===== src/rtl/lane_read_scheduler.sv =====
// Two-lane receive FIFO read sequencer: strict lane 0/1 alternation into
// the merge datapath, with stall timeout, lane-0 resync and status counters.
module lane_read_scheduler #(
    parameter int WIDTH    = 32,
    parameter int MAX_WAIT = 4,
    parameter int CNT_W    = 8
) (
    input  logic             clk_2f,
    input  logic             reset,
    input  logic             enable,
    input  logic             empty_0,
    input  logic             empty_1,
    input  logic [WIDTH-1:0] fifo_data_0,
    input  logic [WIDTH-1:0] fifo_data_1,
    output logic             pop_0,
    output logic             pop_1,
    output logic [WIDTH-1:0] data_out,
    output logic             valid_out,
    output logic             lane_out,
    output logic             skew_err,
    output logic [CNT_W-1:0] word_cnt,
    output logic [CNT_W-1:0] err_cnt
);

    localparam int WAIT_W = (MAX_WAIT > 1) ? $clog2(MAX_WAIT) : 1;
    localparam logic [WAIT_W-1:0] WAIT_LAST = WAIT_W'(MAX_WAIT - 1);

    typedef enum logic [1:0] {
        IDLE,
        LANE0,
        LANE1,
        ERR
    } state_t;

    state_t            state;
    logic [WAIT_W-1:0] wait_cnt;
    logic              cur_empty;
    logic              pop_d;
    logic              pop_lane_d;

    assign pop_0     = (state == LANE0) & enable & ~empty_0;
    assign pop_1     = (state == LANE1) & enable & ~empty_1;
    assign cur_empty = (state == LANE1) ? empty_1 : empty_0;

    always_ff @(posedge clk_2f or negedge reset) begin
        if (!reset) begin
            state    <= IDLE;
            wait_cnt <= '0;
            skew_err <= 1'b0;
            err_cnt  <= '0;
        end else begin
            skew_err <= 1'b0;
            unique case (state)
                IDLE: begin
                    wait_cnt <= '0;
                    if (enable && !empty_0 && !empty_1)
                        state <= LANE0;
                end
                LANE0, LANE1: begin
                    if (!enable) begin
                        state    <= IDLE;
                        wait_cnt <= '0;
                    end else if (!cur_empty) begin
                        state    <= (state == LANE0) ? LANE1 : LANE0;
                        wait_cnt <= '0;
                    end else if (wait_cnt == WAIT_LAST) begin
                        // skew_err is high for exactly the ERR cycle
                        state    <= ERR;
                        wait_cnt <= '0;
                        skew_err <= 1'b1;
                        if (err_cnt != '1)
                            err_cnt <= err_cnt + 1'b1;
                    end else begin
                        wait_cnt <= wait_cnt + 1'b1;
                    end
                end
                ERR: begin
                    state    <= IDLE;
                    wait_cnt <= '0;
                end
                default: begin
                    state    <= IDLE;
                    wait_cnt <= '0;
                end
            endcase
        end
    end

    // FIFO read data lags its pop by one cycle; capture it one cycle later
    always_ff @(posedge clk_2f or negedge reset) begin
        if (!reset) begin
            pop_d      <= 1'b0;
            pop_lane_d <= 1'b0;
            valid_out  <= 1'b0;
            data_out   <= '0;
            lane_out   <= 1'b0;
            word_cnt   <= '0;
        end else begin
            pop_d      <= pop_0 | pop_1;
            pop_lane_d <= pop_1;
            valid_out  <= pop_d;
            if (pop_d) begin
                data_out <= pop_lane_d ? fifo_data_1 : fifo_data_0;
                lane_out <= pop_lane_d;
                if (word_cnt != '1)
                    word_cnt <= word_cnt + 1'b1;
            end
        end
    end

endmodule


===== config.mk =====
export PLATFORM = sky130hd
export DESIGN_NAME = lane_read_scheduler
export DESIGN_NICKNAME = d
export VERILOG_FILES = /design/src/rtl/lane_read_scheduler.sv
export SDC_FILE = /design/constraint.sdc
export NUM_CORES = 1
export LEC_CHECK = 0
export CORE_MARGIN = 3
export CORE_UTILIZATION = 45
export CTS_CLUSTER_DIAMETER = 100
export DETAILED_ROUTE_END_ITERATION = 7
export PLACE_DENSITY = 0.84
export SLEW_MARGIN = 40
export SYNTH_ARGS = -nofsm -noshare
export SYNTH_HDL_FRONTEND = slang
export SYNTH_SLANG_ARGS = --single-unit
export TNS_END_PERCENT = 100

===== constraint.sdc =====
create_clock -name clk_2f -period 4.3 [get_ports clk_2f]
set_input_delay 1.29 -clock clk_2f [delete_from_list [all_inputs] [get_ports clk_2f]]
set_output_delay 1.29 -clock clk_2f [all_outputs]
set_load 0.05 [all_outputs]

==> metrics.md <==
| Metric | Value |
|---|---|
| Status | `finished, final reports clean` |
| Crit path max-delay family | `buffers and inverters` |
| Max clock buf depth | `2` |
| Clock power share | `approximately 16%` |
| DR vias/cell | `roughly 5.0` |
| Worst hold path depth | `1` |
| Final GP Congestion | `0.792` |
| TritonCTS Buffers | `9` |
| Synth area leaders | `dfrtp_1 (53%), mux2i_1 (13%), a21oi_1 (7.1%), nor2_1 (5.2%), ha_1 (3.3%)` |
| Psw | `~0.0012 W` |
| Netlist cell types | `36` |
| Avg Cell Area, Syn | `10.8 µm²` |
| CP max stage cell | `clkdlybuf4s50_1` |
| # diodes | `0` |
| Hold Buf Count CTS | `0` |
| Multi-input logic area | `between 1000 and 1500 µm²` |
| Fmax achieved | `about 0.28 GHz` |
| Top cell type by total area after synthesis | `dfrtp_1` |
| Drt drc | `0` |
| Yosys reg bits | `57` |
| Comb power frac | `between 50% and 60%` |
| Post-Syn Instances | `~250` |
| Root Buffer | `clkbuf_8` |
| Setup Buffers After CTS | `0` |
| Core Region | `between 5000 and 6000 µm²` |
| Vias in the first global route | `around 2.3k` |
| Routed via count | `2230` |
| Final WS setup | `0.750 ns` |
| Hold worst-path end | `wait_cnt[0]` |
| Setup TNS | `0 ns` |
| Share of the synthesized area in the top cell type | `around 53%` |
| Lkg Pwr | `1.70 nW` |
| Worst stage delay on the critical path | `~0.52 ns` |
| Final period util | `82.6%` |
| DIE WIDTH | `83.2 µm` |
| Fraction of layout cells with a size suffix above 1 | `6.95%` |
| Worst setup SP type | `input pin` |
| CP arrival | `between 2 and 2.5 ns` |
| Fill cells | `between 400 and 500` |
| YS warnings | `0` |
| Sw Ratio | `a little under half` |
| Fin. Hold Viols | `0` |
| Port Buf Inserts | `121` |
| Seq pwr share | `33.5%` |
| CTS tree | `yes` |
| First-pass detailed-route iteration total | `4` |
| Initial DRC count | `between 70 and 80` |
| Cell Pwr Density | `637 nW/µm²` |
| Final setup violation count | `0` |
| GR Util All Layers | `~20%` |
| Commonest non-fill, non-tap cell in the layout | `clkdlybuf4s50_1` |
| Avg WL per Cell | `14.5 µm` |
| Largest net degree at the start of global routing | `70` |
| Initial antenna violation count | `0` |
| Final WL | `6480 µm` |
| DP Wirelength | `4970 µm` |
| Max H-tree Level | `3` |
| DRT antenna net count | `0` |
| Max Cap Violations | `0` |
| Mapped cell area | `roughly 2700 µm²` |
| Slew Limit Headroom | `56.7%` |
| Number of gates resized after cts | `0` |
| Least-Margin Pin Slew | `0.650 ns` |
| Most frequent cells in the layout | `clkdlybuf4s50_1 (118), dfrtp_1 (55), a21oi_1 (38)` |
| Clock transition at the registers of the reported paths | `0.05 ns` |
| Remaining Overflow, GRT | `0` |
| Top_reg_cell synth | `dfrtp_1` |
| First-pass GRT wire length | `10900 µm` |
| Initial core utilization | `47.6%` |
| Area delta synth->final | `53.2%` |
| FF-to-FF path depth | `6` |
| Crit end category | `output port` |
| Sink count of the clock tree | `57` |
| Clk_lat worst skew | `0.32 ns` |
| Hold Path Origin | `wait_cnt[0]` |
| R2R Path Start | `state[0]` |
| Total Die Area | `6930 µm²` |
| Mapped Nets | `approximately 320` |
| Asr flop ratio synth | `100%` |
| Pint | `0.00143 W` |
| Final Skew | `approximately 0.0035 ns` |
| Register area share after synthesis | `53.1%` |
| Reg2reg end | `err_cnt[7]` |
| RSZ-0062 raised after global routing | `no` |
| Hold Crit Class | `flip-flop to flip-flop` |
| Crit Path Class | `input pin to output port` |
| Worst R2R Setup Slack | `2.49 ns` |
| VDD IR max | `around 430 µV` |
| Register area | `1430 µm²` |
| Post-synth EDFFs | `0` |
| Worst-path cell chain | `clkdlybuf4s50_1 -> nand2_1 -> nor2_1 -> buf_4` |
| Worst Path Buf+Inv | `2` |
| Nets | `446` |
| I/O Pins | `122` |
| Fin crit period | `about 3.5 ns` |
| CP Data Required Time | `3.01 ns` |
| Rows | `27` |
| Die Y | `83.2 µm` |
| Worst slack, placed | `0.738 ns` |
| CP Max Fanout | `4` |
| Count of pins over their slew limit | `0` |
==> registers in the layout (all words and copies together) (netlist names) <==
register	cells
skew_err	1
lane_out	1
valid_out	1
word_cnt	8
data_out	32
state	2
err_cnt	8
pop_d	1
pop_lane_d	1
wait_cnt	2
==> power groups by stage <==
stage / combinational (W) / sequential [W] / clock, W
after global routing: 0.00140 / 0.000909 / 0.000465
after floorplan: 0.000315 / 0.00140 / 0
final: 0.00132 / 0.000877 / 0.000420
after CTS: 0.00134 / 0.000878 / 0.000434
after global placement: 0.00131 / 0.000874 / 0
after detailed placement: 0.00133 / 0.000885 / 0
==> stage by stage <==
| step | total power, W | hold WS [ns] | instance area, µm² | util (%) | cells |
|---|---|---|---|---|---|
| after floorplan | 0.00172 | 0.413 | 2690 | - | 248 |
| after global placement | 0.00219 | 0.435 | 3940 | 69.8 | 431 |
| after detailed placement | 0.00222 | 0.441 | 3950 | 69.9 | 431 |
| after CTS | 0.00265 | 0.456 | 4110 | 72.9 | 446 |
| after global routing | 0.00277 | 0.490 | 4110 | 72.9 | 446 |
| final | 0.00262 | 0.446 | 4110 | 72.9 | 446 |
==> how the worst max path moves through the flow <==
stage / startpoint / endpoint / slack (ns) / cells past startpoint
final: enable / pop_1 / 0.75 / 4
after global routing: enable / pop_1 / 0.66 / 4
after CTS: enable / pop_1 / 0.73 / 4
after detailed placement: enable / pop_1 / 0.74 / 4
after global placement: enable / pop_1 / 0.80 / 4
after floorplan: empty_0 / pop_0 / 0.92 / 2
==> routing by layer <==
layer,share of wire [%],global-route usage [%],up-vias
li1,-,-,1121
met2,50,33.2,82
met1,41,22.9,1014
met3,7.3,6.05,13
met4,2.0,8.62,0
met5,0,0,-
==> synthesized netlist by cell type (3+ instances only) <==
| library cell | n |
|---|---|
| nand3_1 | 6 |
| dfrtp_1 | 57 |
| a21oi_1 | 38 |
| a31oi_1 | 3 |
| nand2b_1 | 3 |
| mux2_2 | 4 |
| mux2i_1 | 36 |
| buf_1 | 5 |
| nor3_1 | 3 |
| and3_1 | 4 |
| nor2_1 | 37 |
| inv_1 | 5 |
| xnor2_1 | 3 |
| nand2_1 | 8 |
| buf_2 | 5 |
| ha_1 | 7 |
==> cell families (layout without fill, tap and decap cells) <==
| logic type | after synthesis | in the layout | share of synthesized area, % |
|---|---|---|---|
| AO/OA/AOI/OAI | 52 | 52 | 10.9 |
| adder cells (fa/ha/maj) | 7 | 7 | 3.26 |
| flip-flops | 57 | 57 | 53.1 |
| multiplexers | 42 | 42 | 16.1 |
| buffers and inverters | 16 | 142 | 2.47 |
| XOR/XNOR | 5 | 5 | 1.63 |
| AND/OR/NAND/NOR | 69 | 69 | 12.5 |
==> cell type report <==
class,instances,area share (%)
multi-input cells,175,29.0
repair buffers,122,29.4
well taps,72,2.19
clock buffers,15,4.05
flip-flops and latches,57,34.9
inverters,5,0.456
(Power assumes the default switching activity.)
